## src/rtl/rs_wakeup_select_if.sv

```systemverilog
// Bundle between rename/dispatch, the CDB ports, the FU issue ports and the reservation station.
// The master side drives alloc/CDB/flush/iss_ready; the slave side (the RS) drives the rest.
interface rs_wakeup_select_if #(
  parameter int unsigned ENTRIES   = 8,
  parameter int unsigned FU_NUM    = 2,
  parameter int unsigned CDB_NUM   = 2,
  parameter int unsigned VAL_W     = 32,
  parameter int unsigned PREG_W    = 7,
  parameter int unsigned PAYLOAD_W = 96
) ();
  localparam int unsigned OCC_W = $clog2(ENTRIES + 1);

  logic                          flush;
  logic                          alloc_valid;
  logic                          alloc_ready;
  logic [PREG_W-1:0]             alloc_src1_tag;
  logic                          alloc_src1_rdy;
  logic [VAL_W-1:0]              alloc_src1_val;
  logic [PREG_W-1:0]             alloc_src2_tag;
  logic                          alloc_src2_rdy;
  logic [VAL_W-1:0]              alloc_src2_val;
  logic                          alloc_src2_used;
  logic [PAYLOAD_W-1:0]          alloc_payload;
  logic [CDB_NUM-1:0]            cdb_valid;
  logic [CDB_NUM*PREG_W-1:0]     cdb_tag;
  logic [CDB_NUM*VAL_W-1:0]      cdb_val;
  logic [FU_NUM-1:0]             iss_valid;
  logic [FU_NUM-1:0]             iss_ready;
  logic [FU_NUM*VAL_W-1:0]       iss_src1_val;
  logic [FU_NUM*VAL_W-1:0]       iss_src2_val;
  logic [FU_NUM*PAYLOAD_W-1:0]   iss_payload;
  logic [OCC_W-1:0]              occupancy;

  modport master (
    output flush, alloc_valid, alloc_src1_tag, alloc_src1_rdy, alloc_src1_val,
           alloc_src2_tag, alloc_src2_rdy, alloc_src2_val, alloc_src2_used, alloc_payload,
           cdb_valid, cdb_tag, cdb_val, iss_ready,
    input  alloc_ready, iss_valid, iss_src1_val, iss_src2_val, iss_payload, occupancy
  );

  modport slave (
    input  flush, alloc_valid, alloc_src1_tag, alloc_src1_rdy, alloc_src1_val,
           alloc_src2_tag, alloc_src2_rdy, alloc_src2_val, alloc_src2_used, alloc_payload,
           cdb_valid, cdb_tag, cdb_val, iss_ready,
    output alloc_ready, iss_valid, iss_src1_val, iss_src2_val, iss_payload, occupancy
  );
endinterface

```

## src/rtl/rs_wakeup_select.sv

```systemverilog
// Reservation station: tag-based CDB wakeup with allocate-cycle bypass, age-matrix
// oldest-first selection onto FU_NUM issue ports, and a synchronous flush.
module rs_wakeup_select #(
  parameter int unsigned ENTRIES   = 8,
  parameter int unsigned FU_NUM    = 2,
  parameter int unsigned CDB_NUM   = 2,
  parameter int unsigned VAL_W     = 32,
  parameter int unsigned PREG_W    = 7,
  parameter int unsigned PAYLOAD_W = 96
) (
  input  logic               clk,
  input  logic               reset_n,
  rs_wakeup_select_if.slave  rs
);
  localparam int unsigned IDX_W = (ENTRIES > 1) ? $clog2(ENTRIES) : 1;
  localparam int unsigned OCC_W = $clog2(ENTRIES + 1);

  logic [ENTRIES-1:0]   valid_q,   valid_d;
  logic [ENTRIES-1:0]   s1_rdy_q,  s1_rdy_d;
  logic [ENTRIES-1:0]   s2_rdy_q,  s2_rdy_d;
  logic [ENTRIES-1:0]   s2_used_q, s2_used_d;
  logic [PREG_W-1:0]    s1_tag_q  [ENTRIES];
  logic [PREG_W-1:0]    s1_tag_d  [ENTRIES];
  logic [PREG_W-1:0]    s2_tag_q  [ENTRIES];
  logic [PREG_W-1:0]    s2_tag_d  [ENTRIES];
  logic [VAL_W-1:0]     s1_val_q  [ENTRIES];
  logic [VAL_W-1:0]     s1_val_d  [ENTRIES];
  logic [VAL_W-1:0]     s2_val_q  [ENTRIES];
  logic [VAL_W-1:0]     s2_val_d  [ENTRIES];
  logic [PAYLOAD_W-1:0] payload_q [ENTRIES];
  logic [PAYLOAD_W-1:0] payload_d [ENTRIES];
  logic [ENTRIES-1:0]   age_q     [ENTRIES];
  logic [ENTRIES-1:0]   age_d     [ENTRIES];
  logic [OCC_W-1:0]     occ_q,     occ_d;

  logic [ENTRIES-1:0]         elig_c;
  logic [ENTRIES-1:0]         issued_c;
  logic [OCC_W-1:0]           iss_cnt_c;
  logic [IDX_W-1:0]           free_idx_c;
  logic                       alloc_fire_c;
  logic [IDX_W-1:0]           sel_idx_c [FU_NUM];
  logic [FU_NUM-1:0]          iss_valid_c;
  logic [FU_NUM*VAL_W-1:0]    iss_src1_c;
  logic [FU_NUM*VAL_W-1:0]    iss_src2_c;
  logic [FU_NUM*PAYLOAD_W-1:0] iss_payload_c;

  assign elig_c       = valid_q & s1_rdy_q & (s2_rdy_q | ~s2_used_q);
  assign rs.alloc_ready = ~(&valid_q);
  assign alloc_fire_c = rs.alloc_valid & ~(&valid_q) & ~rs.flush;

  // Lowest-index free entry
  always_comb begin
    free_idx_c = '0;
    for (int i = ENTRIES - 1; i >= 0; i--) begin
      if (!valid_q[i]) free_idx_c = IDX_W'(i);
    end
  end

  // Oldest-first selection: an entry wins if no other still-available eligible entry is older
  always_comb begin : select
    logic [ENTRIES-1:0] taken;
    logic               found;
    logic               older;
    taken         = '0;
    found         = 1'b0;
    older         = 1'b0;
    iss_valid_c   = '0;
    issued_c      = '0;
    iss_src1_c    = '0;
    iss_src2_c    = '0;
    iss_payload_c = '0;
    for (int k = 0; k < FU_NUM; k++) sel_idx_c[k] = '0;
    for (int k = 0; k < FU_NUM; k++) begin
      found = 1'b0;
      for (int i = 0; i < ENTRIES; i++) begin
        older = 1'b0;
        for (int j = 0; j < ENTRIES; j++) begin
          if (elig_c[j] && !taken[j] && age_q[j][i]) older = 1'b1;
        end
        if (!found && elig_c[i] && !taken[i] && !older) begin
          found        = 1'b1;
          sel_idx_c[k] = IDX_W'(i);
        end
      end
      if (found) begin
        taken[sel_idx_c[k]] = 1'b1;
        iss_valid_c[k]      = ~rs.flush;
        if (!rs.flush && rs.iss_ready[k]) issued_c[sel_idx_c[k]] = 1'b1;
      end
      iss_src1_c[k*VAL_W +: VAL_W]        = s1_val_q[sel_idx_c[k]];
      iss_src2_c[k*VAL_W +: VAL_W]        = s2_val_q[sel_idx_c[k]];
      iss_payload_c[k*PAYLOAD_W +: PAYLOAD_W] = payload_q[sel_idx_c[k]];
    end
  end

  always_comb begin
    iss_cnt_c = '0;
    for (int i = 0; i < ENTRIES; i++) iss_cnt_c = iss_cnt_c + OCC_W'(issued_c[i]);
  end

  assign rs.iss_valid    = iss_valid_c;
  assign rs.iss_src1_val = iss_src1_c;
  assign rs.iss_src2_val = iss_src2_c;
  assign rs.iss_payload  = iss_payload_c;
  assign rs.occupancy    = occ_q;

  // Next-state: issue frees, CDB wakeup, allocate with bypass; flush overrides everything
  always_comb begin
    valid_d   = valid_q & ~issued_c;
    s1_rdy_d  = s1_rdy_q;
    s2_rdy_d  = s2_rdy_q;
    s2_used_d = s2_used_q;
    s1_tag_d  = s1_tag_q;
    s2_tag_d  = s2_tag_q;
    s1_val_d  = s1_val_q;
    s2_val_d  = s2_val_q;
    payload_d = payload_q;
    age_d     = age_q;
    occ_d     = occ_q + OCC_W'(alloc_fire_c) - iss_cnt_c;
    if (rs.flush) begin
      valid_d = '0;
      occ_d   = '0;
    end else begin
      for (int i = 0; i < ENTRIES; i++) begin
        // Descending port scan so the lowest matching port wins
        for (int p = CDB_NUM - 1; p >= 0; p--) begin
          if (valid_q[i] && rs.cdb_valid[p]) begin
            if (!s1_rdy_q[i] && rs.cdb_tag[p*PREG_W +: PREG_W] == s1_tag_q[i]) begin
              s1_rdy_d[i] = 1'b1;
              s1_val_d[i] = rs.cdb_val[p*VAL_W +: VAL_W];
            end
            if (!s2_rdy_q[i] && rs.cdb_tag[p*PREG_W +: PREG_W] == s2_tag_q[i]) begin
              s2_rdy_d[i] = 1'b1;
              s2_val_d[i] = rs.cdb_val[p*VAL_W +: VAL_W];
            end
          end
        end
      end
      if (alloc_fire_c) begin
        valid_d[free_idx_c]   = 1'b1;
        s1_tag_d[free_idx_c]  = rs.alloc_src1_tag;
        s1_rdy_d[free_idx_c]  = rs.alloc_src1_rdy;
        s1_val_d[free_idx_c]  = rs.alloc_src1_val;
        s2_tag_d[free_idx_c]  = rs.alloc_src2_tag;
        s2_rdy_d[free_idx_c]  = rs.alloc_src2_rdy;
        s2_val_d[free_idx_c]  = rs.alloc_src2_val;
        s2_used_d[free_idx_c] = rs.alloc_src2_used;
        payload_d[free_idx_c] = rs.alloc_payload;
        for (int p = CDB_NUM - 1; p >= 0; p--) begin
          if (rs.cdb_valid[p]) begin
            if (!rs.alloc_src1_rdy && rs.cdb_tag[p*PREG_W +: PREG_W] == rs.alloc_src1_tag) begin
              s1_rdy_d[free_idx_c] = 1'b1;
              s1_val_d[free_idx_c] = rs.cdb_val[p*VAL_W +: VAL_W];
            end
            if (!rs.alloc_src2_rdy && rs.cdb_tag[p*PREG_W +: PREG_W] == rs.alloc_src2_tag) begin
              s2_rdy_d[free_idx_c] = 1'b1;
              s2_val_d[free_idx_c] = rs.cdb_val[p*VAL_W +: VAL_W];
            end
          end
        end
        age_d[free_idx_c] = '0;
        for (int j = 0; j < ENTRIES; j++) age_d[j][free_idx_c] = valid_q[j];
      end
    end
  end

  always_ff @(posedge clk or negedge reset_n) begin
    if (!reset_n) begin
      valid_q <= '0;
      age_q   <= '{default: '0};
      occ_q   <= '0;
    end else begin
      valid_q <= valid_d;
      age_q   <= age_d;
      occ_q   <= occ_d;
    end
  end

  // Entry data is qualified by valid_q and needs no reset
  always_ff @(posedge clk) begin
    s1_rdy_q  <= s1_rdy_d;
    s2_rdy_q  <= s2_rdy_d;
    s2_used_q <= s2_used_d;
    s1_tag_q  <= s1_tag_d;
    s2_tag_q  <= s2_tag_d;
    s1_val_q  <= s1_val_d;
    s2_val_q  <= s2_val_d;
    payload_q <= payload_d;
  end
endmodule

```

## src/flat_wrapper.sv

```systemverilog
// flat-port wrapper written by rule: the top's interface ports become plain ports
module rs_wakeup_select_flat 
#(
  parameter int unsigned ENTRIES   = 8,
  parameter int unsigned FU_NUM    = 2,
  parameter int unsigned CDB_NUM   = 2,
  parameter int unsigned VAL_W     = 32,
  parameter int unsigned PREG_W    = 7,
  parameter int unsigned PAYLOAD_W = 96
)
  (clk, reset_n, rs_flush, rs_alloc_valid, rs_alloc_src1_tag, rs_alloc_src1_rdy, rs_alloc_src1_val, rs_alloc_src2_tag, rs_alloc_src2_rdy, rs_alloc_src2_val, rs_alloc_src2_used, rs_alloc_payload, rs_cdb_valid, rs_cdb_tag, rs_cdb_val, rs_iss_ready, rs_alloc_ready, rs_iss_valid, rs_iss_src1_val, rs_iss_src2_val, rs_iss_payload, rs_occupancy);
  rs_wakeup_select_if #(.ENTRIES(ENTRIES), .FU_NUM(FU_NUM), .CDB_NUM(CDB_NUM), .VAL_W(VAL_W), .PREG_W(PREG_W), .PAYLOAD_W(PAYLOAD_W)) rs_i ();
  input  logic clk;
  input  logic reset_n;
  input wire logic [$bits(rs_i.flush)-1:0] rs_flush;
  input wire logic [$bits(rs_i.alloc_valid)-1:0] rs_alloc_valid;
  input wire logic [$bits(rs_i.alloc_src1_tag)-1:0] rs_alloc_src1_tag;
  input wire logic [$bits(rs_i.alloc_src1_rdy)-1:0] rs_alloc_src1_rdy;
  input wire logic [$bits(rs_i.alloc_src1_val)-1:0] rs_alloc_src1_val;
  input wire logic [$bits(rs_i.alloc_src2_tag)-1:0] rs_alloc_src2_tag;
  input wire logic [$bits(rs_i.alloc_src2_rdy)-1:0] rs_alloc_src2_rdy;
  input wire logic [$bits(rs_i.alloc_src2_val)-1:0] rs_alloc_src2_val;
  input wire logic [$bits(rs_i.alloc_src2_used)-1:0] rs_alloc_src2_used;
  input wire logic [$bits(rs_i.alloc_payload)-1:0] rs_alloc_payload;
  input wire logic [$bits(rs_i.cdb_valid)-1:0] rs_cdb_valid;
  input wire logic [$bits(rs_i.cdb_tag)-1:0] rs_cdb_tag;
  input wire logic [$bits(rs_i.cdb_val)-1:0] rs_cdb_val;
  input wire logic [$bits(rs_i.iss_ready)-1:0] rs_iss_ready;
  output wire logic [$bits(rs_i.alloc_ready)-1:0] rs_alloc_ready;
  output wire logic [$bits(rs_i.iss_valid)-1:0] rs_iss_valid;
  output wire logic [$bits(rs_i.iss_src1_val)-1:0] rs_iss_src1_val;
  output wire logic [$bits(rs_i.iss_src2_val)-1:0] rs_iss_src2_val;
  output wire logic [$bits(rs_i.iss_payload)-1:0] rs_iss_payload;
  output wire logic [$bits(rs_i.occupancy)-1:0] rs_occupancy;
  assign rs_i.flush = rs_flush;
  assign rs_i.alloc_valid = rs_alloc_valid;
  assign rs_i.alloc_src1_tag = rs_alloc_src1_tag;
  assign rs_i.alloc_src1_rdy = rs_alloc_src1_rdy;
  assign rs_i.alloc_src1_val = rs_alloc_src1_val;
  assign rs_i.alloc_src2_tag = rs_alloc_src2_tag;
  assign rs_i.alloc_src2_rdy = rs_alloc_src2_rdy;
  assign rs_i.alloc_src2_val = rs_alloc_src2_val;
  assign rs_i.alloc_src2_used = rs_alloc_src2_used;
  assign rs_i.alloc_payload = rs_alloc_payload;
  assign rs_i.cdb_valid = rs_cdb_valid;
  assign rs_i.cdb_tag = rs_cdb_tag;
  assign rs_i.cdb_val = rs_cdb_val;
  assign rs_i.iss_ready = rs_iss_ready;
  assign rs_alloc_ready = rs_i.alloc_ready;
  assign rs_iss_valid = rs_i.iss_valid;
  assign rs_iss_src1_val = rs_i.iss_src1_val;
  assign rs_iss_src2_val = rs_i.iss_src2_val;
  assign rs_iss_payload = rs_i.iss_payload;
  assign rs_occupancy = rs_i.occupancy;
  rs_wakeup_select #(.ENTRIES(ENTRIES), .FU_NUM(FU_NUM), .CDB_NUM(CDB_NUM), .VAL_W(VAL_W), .PREG_W(PREG_W), .PAYLOAD_W(PAYLOAD_W)) u_core (.clk(clk), .reset_n(reset_n), .rs(rs_i));
endmodule
```

## config.mk

```make
export PLATFORM = sky130hd
export DESIGN_NAME = rs_wakeup_select_flat
export DESIGN_NICKNAME = d
export VERILOG_FILES = /design/src/rtl/rs_wakeup_select_if.sv /design/src/rtl/rs_wakeup_select.sv /design/src/flat_wrapper.sv
export SDC_FILE = /design/constraint.sdc
export NUM_CORES = 2
export LEC_CHECK = 0
export BUFFER_PORTS_ARGS = -buffer_cell sky130_fd_sc_hd__buf_4
export CAP_MARGIN = 20
export CELL_PAD_IN_SITES_DETAIL_PLACEMENT = 0
export CELL_PAD_IN_SITES_GLOBAL_PLACEMENT = 1
export CORE_MARGIN = 2
export CORE_UTILIZATION = 43
export DETAILED_ROUTE_END_ITERATION = 10
export MAX_ROUTING_LAYER = met4
export PLACE_DENSITY_LB_ADDON = 0.1
export SLEW_MARGIN = 20
export SYNTH_ARGS = -nofsm -noshare
export SYNTH_HDL_FRONTEND = slang
export SYNTH_SLANG_ARGS = --single-unit
```

## constraint.sdc

```tcl
create_clock -name clk -period 6.9 [get_ports clk]
set_input_delay 1.38 -clock clk [delete_from_list [all_inputs] [get_ports clk]]
set_output_delay 1.38 -clock clk [all_outputs]
set_load 0.005 [all_outputs]
```

==> reports/qor.csv <==
metric;value;unit
outcome;finished clean;
largest net degree at the start of global routing;155;
total leakage power;38.6;nW
die area;215000;sq um
vias;85900;
setup ws final;0.0785;ns
maximum vdd drop;284;uV
H-Tree Depth;4;
num rows;168;
Post-DP HPWL;222000;um
Syn Std Cell Area;90900;sq um
GP Congestion;0.971;
clk slew on worst S/H paths;0.06;ns
Top cell by count, worst path;buf_4;
Synth Flop Type;edfxtp_1;
Starting Density;0.433;
nets;10200;
Slew headroom;0.226;
kind of critical path;flip-flop to primary output;
Max Slew Vio Count;0;
TritonCTS clock tree;done;
Ys Warns;0;
placed cells;12400;
Core Util, Final;0.504;
WHS;0.523;ns
crit path time final;6.82;ns
root buffer cell;clkbuf_16;
Area Overhead vs Synth;16.4;%
setup TNS;0;ns
Total Routing Usage GR;0.371;
WP data required;5.52;ns
Crit-path slowest cell;edfxtp_1;
DRT iter0 DRCs;12800;
Synth async-reset ratio;0.0509;
CTS Buf Count;179;
Critical Path Sink Type;primary output;
Seq/Total Area, Yosys;0.489;
PnR Total Power;22.6;mW
Power Density;214;nW/um^2
number of flops mapped to enable cells by yosys;1416;
worst slew pin tran;1.16;ns
Final Instance Area;106000;sq um
core area;210000;sq um
clk_skew;0.0442;ns
worst-path fanout max;63;
antenna-violating nets left;0;
total congestion overflow;0;
Mapped Cells;9848;
port bufs;589;
pre-CTS WS;0.172;ns
total length of routed wires;415000;um
critical path buffer and inverter count;7;
RSZ-0062 raised after global routing;yes;
Hold Path Class;input pin to async pin;
cts hold-fix bufs;0;
Post-DP Area;97600;sq um
Final Hold Viols;0;
Max Fclk;147;MHz
io pins;590;
kind of start point of the critical path;flip-flop;
critical path's largest stage delay;0.42;ns
DR vias/cell;6.66;
Bufs on Longest Clock Path;3;
# setup viols final;0;
Post-route DRC;0;
CTS sink count;1492;
layout cells sized above 1;0.129;
Mapped Nets;10100;
Die Span Y;464;um
number of synthesized register bits;1492;
Routed wire per std cell;32.2;um
first-pass GRT wire length;577000;um
Arr. time, crit path;5.44;ns
Layout Cells excl Fill;12900;
crit-path leading delay family;compound AO/OA/AOI/OAI gates;
CP Cell Sequence;buf_4 > o2111ai_1 > o2111a_1 > and4_4 > buf_4 > nor2_1 > a221o_1 > a221o_1 > a2111o_1 > a221oi_2 > buf_4 > nand3_4 > buf_4 > buf_16 > buf_16 > nand3_1 > a21oi_1 > nand4bb_1 > buf_4;
Syn Area/Cell;9.23;sq um
initial antenna violation count;34;
Die X-Extent;464;um
vias in the first global route;80100;
Worst-Skew Late Latency;0.86;ns
Detailed Routing Iterations Pass 1;6;
Max Cap Viol;0;
Netlist cell types;81;
Tcrit/Tclk final;0.989;
## worst paths after layout
check | slack [ns] | cells after the start | endpoint | start
hold reg to reg | 0.56 | 2 | u_core.age_q[31]$_DFFE_PN0P_ | u_core.age_q[31]$_DFFE_PN0P_
setup reg to reg | 0.22 | 25 | u_core.rs.occupancy[3]$_DFF_PN0_ | u_core.valid_q[5]$_DFF_PN0_
min in group clk | 0.56 | 2 | u_core.age_q[31]$_DFFE_PN0P_ | u_core.age_q[31]$_DFFE_PN0P_
hold / removal | 0.52 | 1 | u_core.age_q[25]$_DFFE_PN0P_ | reset_n
max in group asynchronous | 5.31 | 2 | u_core.valid_q[2]$_DFF_PN0_ | reset_n
setup / recovery | 0.08 | 19 | rs_iss_payload[143] | u_core.s2_rdy_q[5]$_DFFE_PN_
## flip-flops by register name (all words and copies together), names as in the netlist, named ones only
signal,cells
u_core.s1_rdy_q,8
u_core.s2_used_q,8
u_core.valid_q,8
u_core.rs.occupancy,4
u_core.age_q,56
u_core.s1_val_q,256
u_core.s2_val_q,256
u_core.s2_tag_q,56
u_core.payload_q,768
u_core.s2_rdy_q,8
u_core.s1_tag_q,56
## where the power goes
group | total, mW | internal, mW | switching, mW
logic | 2.60 | 0.985 | 1.61
registers | 10.4 | 10.2 | 0.202
clock network | 9.60 | 5.39 | 4.22
## metal layers
layer | vias up | GRT usage | wire length (um)
met4 | 0 | 0.168 | 20600
met2 | 5659 | 0.549 | 185000
met5 | - | - | 0
li1 | 36400 | - | -
met3 | 995 | 0.0681 | 42600
met1 | 42800 | 0.494 | 167000
## kinds of logic (layout without fill, tap and decap cells)
| family | Yosys count | after routing | synth area share |
|---|---|---|---|
| XOR/XNOR | 255 | 255 | 0.0246 |
| buffers and inverters | 1110 | 1306 | 0.0490 |
| other | 0 | 34 | 0 |
| AND/OR/NAND/NOR | 3197 | 3197 | 0.166 |
| flip-flops | 1492 | 1492 | 0.489 |
| AO/OA/AOI/OAI | 3204 | 3204 | 0.206 |
| multiplexers | 577 | 577 | 0.0636 |
| adder cells (fa/ha/maj) | 13 | 13 | 0.00229 |
## synthesized netlist by cell type (4+ instances only)
cell type | n | share of area
dfrtp_1 | 76 | 0.021
buf_2 | 125 | 0.0069
nand3_1 | 662 | 0.036
a21o_1 | 325 | 0.027
buf_6 | 14 | 0.0017
a211oi_1 | 6 | 0.00050
or3_1 | 4 | 0.00028
nand2_1 | 1988 | 0.082
ha_1 | 7 | 0.00096
xnor2_1 | 75 | 0.0072
edfxtp_1 | 1416 | 0.47
nor2_1 | 68 | 0.0028
nor4_1 | 43 | 0.0030
clkbuf_1 | 805 | 0.033
a22o_1 | 11 | 0.0011
nand4_1 | 33 | 0.0023
o2111ai_1 | 29 | 0.0028
a221o_1 | 6 | 0.00066
and2_1 | 6 | 0.00041
fa_1 | 6 | 0.0013
nor4b_1 | 4 | 0.00039
o21a_1 | 4 | 0.00033
o211ai_1 | 526 | 0.043
xor2_1 | 180 | 0.017
o21ai_1 | 41 | 0.0023
nor2b_1 | 9 | 0.00062
a221oi_1 | 6 | 0.00058
inv_2 | 4 | 0.00017
nand4bb_1 | 160 | 0.020
a31oi_1 | 10 | 0.00069
inv_1 | 54 | 0.0022
buf_1 | 100 | 0.0041
mux2i_1 | 576 | 0.063
buf_4 | 7 | 0.00058
nor3_1 | 24 | 0.0013
nor3b_1 | 5 | 0.00041
o21ai_0 | 1204 | 0.066
a21oi_1 | 990 | 0.055
or4_1 | 166 | 0.014
## cell type report
| class | count | area, sq um |
|---|---|---|
| Multi-Input combinational cell | 7246 | 42800 |
| Clock buffer | 229 | 4780 |
| Tap cell | 2805 | 3510 |
| Timing Repair Buffer | 914 | 8860 |
| Clock inverter | 104 | 1060 |
| Antenna cell | 34 | 85.1 |
| Fill cell | 19300 | 104000 |
| Inverter | 59 | 279 |
| Sequential cell | 1492 | 44400 |
## timing repair
item / 4_1_cts / 5_1_grt
setup endpoints to repair: 168 / 162
pin swaps: 14 / 13
cloned: 13 / 25
gates resized for setup: 82 / 72
setup buffers: 19 / 31
## layout by cell type (no fill, tap or decap), types with 9 or more instances in the layout
| cell | count |
|---|---|
| a21o_1 | 324 |
| a21oi_1 | 988 |
| a22o_1 | 11 |
| a31oi_1 | 9 |
| buf_12 | 64 |
| buf_16 | 32 |
| buf_4 | 778 |
| bufinv_16 | 12 |
| clkbuf_1 | 41 |
| clkbuf_16 | 205 |
| clkinv_1 | 38 |
| clkinv_2 | 30 |
| dfrtp_1 | 73 |
| diode_2 | 34 |
| edfxtp_1 | 1416 |
| inv_1 | 46 |
| mux2i_1 | 576 |
| nand2_1 | 1985 |
| nand3_1 | 653 |
| nand3_4 | 11 |
| nand4_1 | 33 |
| nand4bb_1 | 140 |
| nand4bb_4 | 15 |
| nor2_1 | 58 |
| nor2_4 | 9 |
| nor2b_1 | 9 |
| nor3_1 | 13 |
| nor3_2 | 10 |
| nor4_1 | 41 |
| o2111ai_1 | 24 |
| o211ai_1 | 526 |
| o21ai_0 | 1195 |
| o21ai_1 | 49 |
| or4_1 | 166 |
| xnor2_1 | 75 |
| xor2_1 | 180 |
## worst reg2reg max path: cells and delay by family (launching register included)
kind / cells / cell delay [ns]
flops: 1 / 0.44
fa+ha+maj: 5 / 2.02
buf+inv: 5 / 0.62
xor+xnor: 2 / 0.31
simple gates: 5 / 0.95
compound gates: 8 / 2.20
No activity file was read; power rests on OpenSTA's default activity.
